$ cat src/rtl/spi_mnrch_cfg_if.sv
`default_nettype none
// -----------------------------------------------------------------------------
// spi_mnrch_cfg_if : host-side start/result bundle for spi_mnrch_cfg. Rev 1.0
// -----------------------------------------------------------------------------
interface spi_mnrch_cfg_if #(
  parameter int DATA_W = 16,
  parameter int SEL_W  = 1
);
  logic              wrt;
  logic [DATA_W-1:0] wrt_data;
  logic [SEL_W-1:0]  ss_sel;
  logic              cpol;
  logic              cpha;
`ifdef SPI_LSB_FIRST_EN
  logic              lsb_first;
`endif
  logic [DATA_W-1:0] rd_data;
  logic              done;
  logic              busy;

`ifdef SPI_LSB_FIRST_EN
  modport master (output wrt, wrt_data, ss_sel, cpol, cpha, lsb_first,
                  input  rd_data, done, busy);
  modport slave  (input  wrt, wrt_data, ss_sel, cpol, cpha, lsb_first,
                  output rd_data, done, busy);
`else
  modport master (output wrt, wrt_data, ss_sel, cpol, cpha,
                  input  rd_data, done, busy);
  modport slave  (input  wrt, wrt_data, ss_sel, cpol, cpha,
                  output rd_data, done, busy);
`endif
endinterface
`default_nettype wire

$ cat src/rtl/spi_mnrch_cfg.sv
`default_nettype none
// -----------------------------------------------------------------------------
// spi_mnrch_cfg : SPI master, per-transfer CPOL/CPHA, one word per wrt. Rev 1.0
// Macro SPI_LSB_FIRST_EN adds bus.lsb_first for LSB-first transfers.
// -----------------------------------------------------------------------------
module spi_mnrch_cfg #(
  parameter int DATA_W   = 16,
  parameter int SCLK_DIV = 32,
  parameter int NUM_SS   = 1
) (
  input  logic                clk,
  input  logic                rst_n,
  spi_mnrch_cfg_if.slave      bus,
  output logic [NUM_SS-1:0]   SS_n,
  output logic                SCLK,
  output logic                MOSI,
  input  logic                MISO
);
  localparam int H     = SCLK_DIV / 2;
  localparam int DIV_W = (H > 1) ? $clog2(H) : 1;
  localparam int BIT_W = $clog2(DATA_W + 1);

  typedef enum logic {IDLE = 1'b0, XFER = 1'b1} state_t;

  state_t            state;
  logic [DIV_W-1:0]  div;
  logic [BIT_W-1:0]  bitcnt;
  logic              phase;   // 0: next half-period boundary is a leading edge (or the end)
  logic [DATA_W-1:0] sr;
  logic              sample;
  logic              cpol_q;
  logic              cpha_q;
  logic              lsb_q;
  logic              lsb_start;
  logic [DATA_W-1:0] sr_shift;

`ifdef SPI_LSB_FIRST_EN
  assign lsb_start = bus.lsb_first;
`else
  assign lsb_start = 1'b0;
  assign lsb_q     = 1'b0;
`endif

  function automatic logic [DATA_W-1:0] shift_in(input logic [DATA_W-1:0] v,
                                                 input logic b, input logic lsb);
    return lsb ? {b, v[DATA_W-1:1]} : {v[DATA_W-2:0], b};
  endfunction

  function automatic logic tx_bit(input logic [DATA_W-1:0] v, input logic lsb);
    return lsb ? v[0] : v[DATA_W-1];
  endfunction

  assign sr_shift = shift_in(sr, sample, lsb_q);

  always_ff @(posedge clk or negedge rst_n) begin
    if (!rst_n) begin
      state       <= IDLE;
      div         <= '0;
      bitcnt      <= '0;
      phase       <= 1'b0;
      sr          <= '0;
      sample      <= 1'b0;
      cpol_q      <= 1'b1;
      cpha_q      <= 1'b1;
`ifdef SPI_LSB_FIRST_EN
      lsb_q       <= 1'b0;
`endif
      SS_n        <= '1;
      SCLK        <= 1'b1;
      MOSI        <= 1'b0;
      bus.done    <= 1'b0;
      bus.busy    <= 1'b0;
      bus.rd_data <= '0;
    end else begin
      case (state)
        IDLE: begin
          if (bus.wrt) begin
            sr     <= bus.wrt_data;
            MOSI   <= tx_bit(bus.wrt_data, lsb_start);
            cpol_q <= bus.cpol;
            cpha_q <= bus.cpha;
`ifdef SPI_LSB_FIRST_EN
            lsb_q  <= lsb_start;
`endif
            SCLK   <= bus.cpol;
            // An out-of-range index selects nothing; the transfer still runs.
            for (int i = 0; i < NUM_SS; i++)
              SS_n[i] <= (int'(bus.ss_sel) != i);
            bus.busy <= 1'b1;
            bus.done <= 1'b0;
            div      <= '0;
            bitcnt   <= '0;
            phase    <= 1'b0;
            state    <= XFER;
          end
        end
        XFER: begin
          if (div != DIV_W'(H - 1)) begin
            div <= div + DIV_W'(1);
          end else begin
            div <= '0;
            if (!phase) begin
              if (bitcnt == BIT_W'(DATA_W)) begin
                // CPHA=1 owes one final shift of the last trailing-edge sample.
                if (cpha_q) begin
                  sr          <= sr_shift;
                  MOSI        <= tx_bit(sr_shift, lsb_q);
                  bus.rd_data <= sr_shift;
                end else begin
                  bus.rd_data <= sr;
                end
                SS_n     <= '1;
                bus.busy <= 1'b0;
                bus.done <= 1'b1;
                state    <= IDLE;
              end else begin
                SCLK  <= ~cpol_q;
                phase <= 1'b1;
                if (!cpha_q) begin
                  sample <= MISO;
                end else if (bitcnt != '0) begin
                  sr   <= sr_shift;
                  MOSI <= tx_bit(sr_shift, lsb_q);
                end
              end
            end else begin
              SCLK   <= cpol_q;
              phase  <= 1'b0;
              bitcnt <= bitcnt + BIT_W'(1);
              if (!cpha_q) begin
                sr   <= sr_shift;
                MOSI <= tx_bit(sr_shift, lsb_q);
              end else begin
                sample <= MISO;
              end
            end
          end
        end
        default: state <= IDLE;
      endcase
    end
  end
endmodule
`default_nettype wire

$ cat src/flat_wrapper.sv
// flat-port wrapper written by rule: the top's interface ports become plain ports
module spi_mnrch_cfg_flat 
#(
  parameter int DATA_W   = 16,
  parameter int SCLK_DIV = 32,
  parameter int NUM_SS   = 1
)
  (clk, rst_n, SS_n, SCLK, MOSI, MISO, bus_wrt, bus_wrt_data, bus_ss_sel, bus_cpol, bus_cpha, bus_rd_data, bus_done, bus_busy);
  spi_mnrch_cfg_if #(.DATA_W(DATA_W), .SEL_W((2))) bus_i ();
  input  logic clk;
  input  logic rst_n;
  output logic [NUM_SS-1:0] SS_n;
  output logic SCLK;
  output logic MOSI;
  input  logic MISO;
  input wire logic [$bits(bus_i.wrt)-1:0] bus_wrt;
  input wire logic [$bits(bus_i.wrt_data)-1:0] bus_wrt_data;
  input wire logic [$bits(bus_i.ss_sel)-1:0] bus_ss_sel;
  input wire logic [$bits(bus_i.cpol)-1:0] bus_cpol;
  input wire logic [$bits(bus_i.cpha)-1:0] bus_cpha;
  output wire logic [$bits(bus_i.rd_data)-1:0] bus_rd_data;
  output wire logic [$bits(bus_i.done)-1:0] bus_done;
  output wire logic [$bits(bus_i.busy)-1:0] bus_busy;
  assign bus_i.wrt = bus_wrt;
  assign bus_i.wrt_data = bus_wrt_data;
  assign bus_i.ss_sel = bus_ss_sel;
  assign bus_i.cpol = bus_cpol;
  assign bus_i.cpha = bus_cpha;
  assign bus_rd_data = bus_i.rd_data;
  assign bus_done = bus_i.done;
  assign bus_busy = bus_i.busy;
  spi_mnrch_cfg #(.DATA_W(DATA_W), .SCLK_DIV(SCLK_DIV), .NUM_SS(NUM_SS)) u_core (.clk(clk), .rst_n(rst_n), .bus(bus_i), .SS_n(SS_n), .SCLK(SCLK), .MOSI(MOSI), .MISO(MISO));
endmodule
$ cat config.mk
export PLATFORM = sky130hd
export DESIGN_NAME = spi_mnrch_cfg_flat
export DESIGN_NICKNAME = d
export VERILOG_FILES = /design/src/rtl/spi_mnrch_cfg_if.sv /design/src/rtl/spi_mnrch_cfg.sv /design/src/flat_wrapper.sv
export SDC_FILE = /design/constraint.sdc
export NUM_CORES = 1
export LEC_CHECK = 0
export CORE_MARGIN = 4
export CORE_UTILIZATION = 53
export CTS_BUF_LIST = sky130_fd_sc_hd__clkbuf_4 sky130_fd_sc_hd__clkbuf_8 sky130_fd_sc_hd__clkbuf_16
export CTS_CLUSTER_SIZE = 40
export DETAILED_ROUTE_END_ITERATION = 12
export PLACE_DENSITY_LB_ADDON = 0.25
export SYNTH_ARGS = -nofsm -noshare
export SYNTH_HDL_FRONTEND = slang
export SYNTH_SLANG_ARGS = --single-unit
$ cat constraint.sdc
create_clock -name clk -period 2.15 [get_ports clk]
set_input_delay 0.5375 -clock clk [delete_from_list [all_inputs] [get_ports clk]]
set_output_delay 0.5375 -clock clk [all_outputs]
set_load 0.02 [all_outputs]
==> summary.txt, run 1 <==
Run status
  – Status: finished, final reports clean

Worst setup path
  – Worst path cell trace: inv_2 -> ha_4 -> or3b_4 -> a2111oi_4 -> buf_4 -> nor4_1 -> a211o_1
  – Crit. End Element: flip-flop
  – CP Buf/Inv Count: 2
  – Worst Setup Path Type: reg -> reg
  – CP startpoint kind: flip-flop
  – Critical path's top delay family: compound AO/OA/AOI/OAI gates
  – R2R depth: 7
  – Req. time, crit path: roughly 2.3 ns
  – Worst path slowest cell: dfrtp_1
  – Crit path depth: 7
  – Crit path max fanout: 4
  – Largest stage delay, worst path: between 0.4 and 0.5 ns
  – CP arrival: around 2.3 ns

Final layout
  – Final core occ: 69.8%
  – NumNets Final: 324
  – Share of layout cells above drive strength 1: 15.9%
  – FF/Latch Area: between 1000 and 1500 um^2
  – ANT cells: 0
  – # fillers: between 300 and 400
  – Multi-input logic area: roughly 1200 um^2
  – Layout area overhead: 27.3%

Synthesis
  – EDFF count, synth: 0
  – Top-area cell type share of the netlist area: a little under half
  – Synth area leaders: dfrtp_1 (45%), o22a_1 (9.1%), mux2i_1 (7.3%)
  – Avg Inst Size Synth: 10.7 um^2
  – Syn_nets: approximately 270
  – Post-synthesis cell type count: between 50 and 60
  – Ys Warns: 0
  – Most common flop cell mapped by yosys: dfrtp_1
  – Synth Register Bits: 51
  – Post-synth top area cell: dfrtp_1
  – Mapped cell area: roughly 2600 um^2
  – Mapped Cells: between 200 and 250
  – Share of flip-flops with an asynchronous set or reset: between 90% and 100%
  – Sequential area share after synthesis: about half

Detailed routing
  – Vias per cell: around 5.5
  – Number of detailed-routing iterations run before antenna repair: 4
  – Remaining DRCs: 0
  – Iteration-0 DRC Markers: ~150
  – Antenna Nets Post-Route: 0
  – Detailed Route WL: 5530 um
  – Vias: around 2000
  – WL/cell: 15.2 um

Global route
  – GRT met3 Usage: a little under 4%
  – Maximum number of pins on one net before global-route repair: between 50 and 60
  – Tot GR Track Use: just under 20%
  – Total gr overflow: 0
  – Via count of the first global-routing pass: a little under 2000
  – First-pass GRT wire length: 9320 um
  – Antenna violations before repair: 0
  – Grt met2 use: 30.1%
  – GR peak layer: met2
  – GRT met1 Usage: 27.2%

Pwr
  – Pleak: between 1 and 1.5 nW
  – Combinational Power Share: about a third
  – Pwr dens: 919 nW/um^2
  – Clk pwr share: ~18%
  – P_sw: between 0.9 and 1 mW
  – P_int: between 2 and 2.5 mW
  – Sequential power share: about half
  – Switching fraction of total power: about a third
  – Max VDD drop: a little over 0.5 mV
  – Pwr Total: 3.03 mW

Floorplanning
  – Num ports: 45
  – Die area: 6070 um^2
  – Number of cell rows: 25
  – Die X: roughly 78 um
  – DIE HEIGHT: just under 80 um
  – Core area: 4720 um^2
  – Starting Density: ~55%

STA
  – Clock skew: roughly 0.0066 ns
  – Max Clk Rate: approximately 0.48 GHz
  – Final Slew Violations: 0
  – Setup TNS: 0 ns
  – Final period utilization: 96.4%
  – Relative slew slack: between 50% and 60%
  – Fin. Hold Viols: 0
  – # setup viols final: 0
  – Final min period: roughly 2.1 ns
  – Actual slew at the worst max-slew pin: 0.619 ns

Clock tree
  – H-tree Lvls: 2
  – Root buf cell: clkbuf_8
  – Clock sinks: 51
  – CTS max path bufs: 2
  – Clk slew on worst S/H paths: ~0.09 ns
  – Total CTS buffers: 5
  – CTS tree: done
  – Clock latency at the later pin of the worst-skew pair: roughly 0.30 ns

Place
  – Detailed placement HPWL: roughly 3900 um
  – Routability cong.: around 0.84
  – Port buffer count: 44

Worst hold path
  – Worst hold path class: in -> async

Run
  – MaxCap Viol Count: 0
==> worst paths after layout <==
check                                 start  slack [ns]               to
min reg2reg                   u_core.cpol_q        0.48    u_core.cpol_q
max reg2reg                u_core.bitcnt[0]        0.08    u_core.sr[15]
min                                   rst_n        0.21  u_core.bus.done
max in group asynchronous             rst_n        1.66      u_core.SS_n
max                        u_core.bitcnt[0]        0.08    u_core.sr[15]
min in group clk              u_core.cpol_q        0.48    u_core.cpol_q
==> metrics by stage <==
step	setup WS [ns]	area (um^2)	hold WS (ns)	std cells
floorplan	0.142	2590	0.242	242
global placement	-0.152	3150	0.458	351
detailed placement	-0.148	3150	0.468	351
CTS	0.0188	3250	0.221	359
global route	-0.00375	3300	0.224	363
finish	0.0771	3300	0.214	363
==> power groups by stage <==
stage	Sequential [mW]	Combinational [mW]	Clock (mW)
after floorplan	1.44	0.694	0
after global placement	1.49	0.885	0
after detailed placement	1.51	0.911	0
after CTS	1.49	0.922	0.561
after global routing	1.54	1.10	0.602
final	1.50	0.988	0.545
==> placed cells by master (no fill, tap or decap), drive strengths merged, types with 2 or more instances in the layout <==
master | Yosys | final
nand4 | 4 | 4
o31ai | 3 | 3
o22a | 27 | 27
a221oi | 2 | 2
buf | 8 | 20
nor2 | 4 | 4
dfrtp | 47 | 47
inv | 11 | 11
nor2b | 2 | 2
o21ai | 25 | 25
mux2i | 19 | 19
ha | 5 | 5
or3b | 2 | 2
clkdlybuf4s50 | 0 | 43
dfstp | 4 | 4
nand2b | 2 | 2
nor3 | 2 | 2
clkbuf | 9 | 6
nand3 | 5 | 5
a31oi | 2 | 2
nand2 | 30 | 30
mux2 | 2 | 2
a21oi | 5 | 5
==> registers in the layout, indices dropped and copies added (netlist names), 4 cells and up <==
name / flops
u_core.bitcnt: 5
u_core.sr: 16
u_core.bus.rd_data: 16
u_core.div: 4
==> cells in the mapped netlist, types with 2 or more instances <==
cell type / n
mux2i_1: 19
a221oi_1: 2
nand3_1: 5
nor2b_1: 2
ha_1: 5
o22a_1: 27
o31ai_1: 2
clkbuf_1: 8
a31oi_1: 2
nand4_1: 4
nor2_1: 4
mux2_2: 2
inv_1: 11
buf_4: 3
nand2b_1: 2
dfstp_2: 4
buf_2: 2
nand2_1: 30
a21oi_1: 5
buf_1: 2
o21ai_0: 24
dfrtp_1: 47
==> logic make-up after synthesis <==
family / count (synthesis) / synth area share (%)
compound gates: 76 / 22.3
simple gates: 59 / 12.0
flops: 51 / 49.5
buf+inv: 28 / 4.93
mux: 21 / 8.21
fa+ha+maj: 5 / 2.42
xor+xnor: 2 / 0.676
==> routing by layer <==
metal,up-vias,wire [um]
li1,989,-
met1,976,2630
met2,40,2600
met3,5,242
met4,0,58
met5,-,0
==> worst reg2reg max path: cells and delay by family (launching register included) <==
kind                     cells  cell delay, ns
AO/OA/AOI/OAI                2            0.69
AND/OR/NAND/NOR              2            0.43
flip-flops                   1            0.41
buffers and inverters        2            0.30
adder cells (fa/ha/maj)      1            0.14
==> layout make-up <==
cell class              count  area share (%)
clock buffers               6            2.31
well taps                  67            2.54
flip-flops and latches     51            38.8
multi-input cells         163            36.8
clock inverters             2           0.379
repair buffers             63            17.9
inverters                  11            1.25
==> repair_timing <==
item                                   CTS  global route
endpoints found under the hold margin    0             0
hold buffers                             0             0
setup buffers                            0             4
pin swaps                                1             3
gates resized for setup                  2             5
setup endpoints to repair               14            19
No activity file was read; power rests on OpenSTA's default activity.
==> run 2, diff against run 1 <==
--- a/config.mk
+++ b/config.mk
@@ -6,11 +6,12 @@
 export NUM_CORES = 1
 export LEC_CHECK = 0
 export CORE_MARGIN = 4
-export CORE_UTILIZATION = 53
+export CORE_UTILIZATION = 47
 export CTS_BUF_LIST = sky130_fd_sc_hd__clkbuf_4 sky130_fd_sc_hd__clkbuf_8 sky130_fd_sc_hd__clkbuf_16
 export CTS_CLUSTER_SIZE = 40
 export DETAILED_ROUTE_END_ITERATION = 12
 export PLACE_DENSITY_LB_ADDON = 0.25
+export SLEW_MARGIN = 20
 export SYNTH_ARGS = -nofsm -noshare
 export SYNTH_HDL_FRONTEND = slang
 export SYNTH_SLANG_ARGS = --single-unit
==> constraint.sdc (replaced) <==
create_clock -name clk -period 1.9 [get_ports clk]
set_input_delay 0.475 -clock clk [delete_from_list [all_inputs] [get_ports clk]]
set_output_delay 0.475 -clock clk [all_outputs]
set_load 0.02 [all_outputs]
==> run 2 against run 1 <==
Effect of this change: the flow now finishes with violations (negative setup slack); utilization shrank 2.6 points; setup slack worse by 0.26 ns; final area rose by 6.8%; global-route usage grew 0.90 points; clock skew rose by 0.0073 ns; largest cell class unchanged; die area up 11%; via count rose by 7.7%; critical path depth up 1; non-clock buffer count increased by 17; final cell count is 5.8% higher; count of clock-buffer cells in the layout grew 1.
==> summary.txt, run 2 (synthesized netlist as in run 1, its figures left out) <==
Run
  – MaxCap Viol Count: 0 (unchanged)

Place
  – Dpl cells: 372 (+6.0%)
  – Port buffer count: 44 (unchanged)
  – Routability cong.: 0.877 (+4.7%)
  – Detailed placement HPWL: 4470 um (+15%)
  – Area post-placement: 3320 um^2 (+5.5%)

STA
  – Setup TNS: -2.65 ns (-2.65 ns)
  – Max Clk Rate: 0.480 GHz (-0.51%)
  – Fin. Hold Viols: 0 (unchanged)
  – Clock skew: 0.0138 ns (+0.00725 ns)
  – Final Slew Violations: 0 (unchanged)
  – RSZ-0062 raised after global routing: yes
  – Final period utilization: 110% (+13 points)
  – Final min period: 2.08 ns (+0.0106 ns)
  – Relative slew slack: 67.1% (+8.5 points)
  – # setup viols final: 16 (+16)
  – Final WS setup: -0.184 ns (-0.261 ns)
  – Actual slew at the worst max-slew pin: 0.492 ns (-0.127 ns)

Clock tree
  – Post-CTS Hold Fix Bufs: 0 (unchanged)
  – Clock sinks: 51 (unchanged)
  – Total CTS buffers: 5 (unchanged)
  – Clk slew on worst S/H paths: 0.09 ns (about the same)
  – H-tree Lvls: 2 (unchanged)
  – CTS max path bufs: 2 (unchanged)
  – Root buf cell: clkbuf_8
  – Clock latency at the later pin of the worst-skew pair: 0.31 ns (about the same)
  – CTS tree: done

Worst setup path
  – Critical path endpoint: u_core.sr[1]
  – CP startpoint: u_core.bitcnt[0]
  – Worst Setup Path Type: reg -> reg
  – Crit path max fanout: 6 (+2)
  – Critical R2R Capture: u_core.sr[1]
  – CP startpoint kind: flip-flop
  – Crit Reg-Reg Startpoint: u_core.bitcnt[0]
  – R2R Setup Slk: -0.18 ns (-0.26 ns)
  – Req. time, crit path: 2.15 ns (-0.19 ns)
  – Crit. End Element: flip-flop
  – CP arrival: 2.33 ns (+0.06 ns)
  – R2R depth: 8 (+1)

Pwr
  – Pwr dens: 1030 nW/um^2 (+12%)
  – Pleak: 1.54 nW (+8.2%)
  – Max VDD drop: 0.638 mV (+24%)
  – Clk pwr share: 18.6% (+0.6 points)
  – P_int: 2.43 mW (+19%)
  – Sequential power share: 46.4% (-3.0 points)
  – Switching fraction of total power: 32.9% (+0.40 points)
  – P_sw: 1.20 mW (+21%)
  – Combinational Power Share: 35.0% (+2.4 points)

Floorplanning
  – Num ports: 45 (unchanged)
  – Die area: 6760 um^2 (+11%)
  – Number of cell rows: 26 (+4.0%)
  – Core area: 5240 um^2 (+11%)
  – Starting Density: 49.5% (-5.4 points)
  – DIE HEIGHT: 82.2 um (+5.6%)
  – Die X: 82.2 um (+5.6%)

Detailed routing
  – WL/cell: 16.6 um (+9.2%)
  – Iteration-0 DRC Markers: 122 (-16%)
  – Vias: 2165 (+7.7%)
  – Detailed Route WL: 6390 um (+16%)
  – Number of detailed-routing iterations run before antenna repair: 4 (unchanged)
  – Antenna Nets Post-Route: 0 (unchanged)
  – Remaining DRCs: 0 (unchanged)
  – Vias per cell: 5.64 (+1.8%)

Final layout
  – Commonest non-fill, non-tap cells in the layout: dfrtp_1 (47), clkdlybuf4s50_1 (41), buf_4 (31), nand2_1 (30), o22a_1 (27)
  – NumNets Final: 342 (+5.6%)
  – ANT cells: 0 (unchanged)
  – Layout area overhead: 36.0%
  – Final core occ: 67.2% (-2.6 points)
  – Share of layout cells above drive strength 1: 23.2% (+7.4 points)
  – Design area: 3520 um^2 (+6.8%)
  – FF/Latch Area: 1280 um^2 (unchanged)
  – Post-route insts no fill: 384 (+5.8%)
  – Most common cell after layout, fill and taps aside: dfrtp_1
  – Largest regs: u_core.bus.rd_data x16, u_core.sr x16, u_core.bitcnt x5
  – # fillers: 404 (+13%)
  – Multi-input logic area: 1270 um^2 (+5.1%)

Run status
  – Failing checks: negative setup slack
  – Status: complete, but fails checks

Worst hold path
  – Worst hold path class: in -> async

Global route
  – Via count of the first global-routing pass: 2190 (+13%)
  – Tot GR Track Use: 20.1% (+0.90 points)
  – Antenna violations before repair: 0 (unchanged)
  – First-pass GRT wire length: 10500 um (+13%)
  – Maximum number of pins on one net before global-route repair: 35 (-33%)
  – Total gr overflow: 0 (unchanged)
run 2: cell count changes in the layout (fill, tap and decap cells not counted), sizes merged:
cell           before  now
dlygate4sd2         0    2
buf                20   37
clkbuf              6    7
clkdlybuf4s50      43   41
a211oi              1    2
clkinvlp            1    0
run 2: worst max-delay path, cell delays in order (launching register included):
cell and delay, ns:
dfrtp_1 0.39, inv_2 0.08, ha_4 0.15, or3b_4 0.38
a2111oi_4 0.44, buf_4 0.17, or2_4 0.15, buf_6 0.12
o22a_1 0.13
run 2: area by class of cell:
class,instances,share of cell area [%]
clock buffers,7,2.56
well taps,70,2.49
inverters,11,1.17
multi-input cells,164,36.2
clock inverters,1,0.249
repair buffers,80,21.0
flip-flops and latches,51,36.4
run 2: through the flow:
step,setup slack (ns),power [mW],hold WS (ns)
global placement,-0.356,2.84,0.446
floorplan,-0.00382,2.45,0.179
detailed placement,-0.385,2.90,0.453
finish,-0.184,3.63,0.109
CTS,-0.111,3.59,0.123
global route,-0.287,3.88,0.140
run 2: worst min path at each step:
stage	start	endpoint	slack, ns	depth (start not counted)
2_1_floorplan	rst_n	u_core.MOSI	0.18	0
3_3_place_gp	rst_n	u_core.bus.done	0.45	1
3_5_place_dp	rst_n	u_core.bus.done	0.45	1
4_1_cts	rst_n	u_core.bus.done	0.12	1
5_1_grt	rst_n	u_core.bus.rd_data[8]	0.14	1
6_report	rst_n	u_core.bus.done	0.11	1
run 2: power by group through the flow:
stage	Sequential, mW	Combinational, mW	Clock [mW]
4_1_cts	1.68	1.22	0.685
2_1_floorplan	1.64	0.815	0
3_3_place_gp	1.68	1.16	0
5_1_grt	1.73	1.42	0.724
3_5_place_dp	1.70	1.21	0
6_report	1.68	1.27	0.674
run 2: repair_timing:
| item | 4_1_cts | 5_1_grt |
|---|---|---|
| endpoints found under the setup margin | 19 | 31 |
| gates cloned | 0 | 1 |
| resized for setup | 7 | 10 |
| buffers inserted | 0 | 3 |
| pin swaps | 7 | 7 |
run 2: routing by layer:
layer,track usage [%],share of wire [%]
met1,26.9,45
met2,33.4,48
met3,2.82,4.2
met4,6.98,2.5
met5,0,0
==> run 3, diff against run 2 <==
--- a/config.mk
+++ b/config.mk
@@ -15,3 +15,4 @@
 export SYNTH_ARGS = -nofsm -noshare
 export SYNTH_HDL_FRONTEND = slang
 export SYNTH_SLANG_ARGS = --single-unit
+export TNS_END_PERCENT = 100
==> results of run 3 <==
The final DEF is identical to that of run 2; final timing and power are the same.
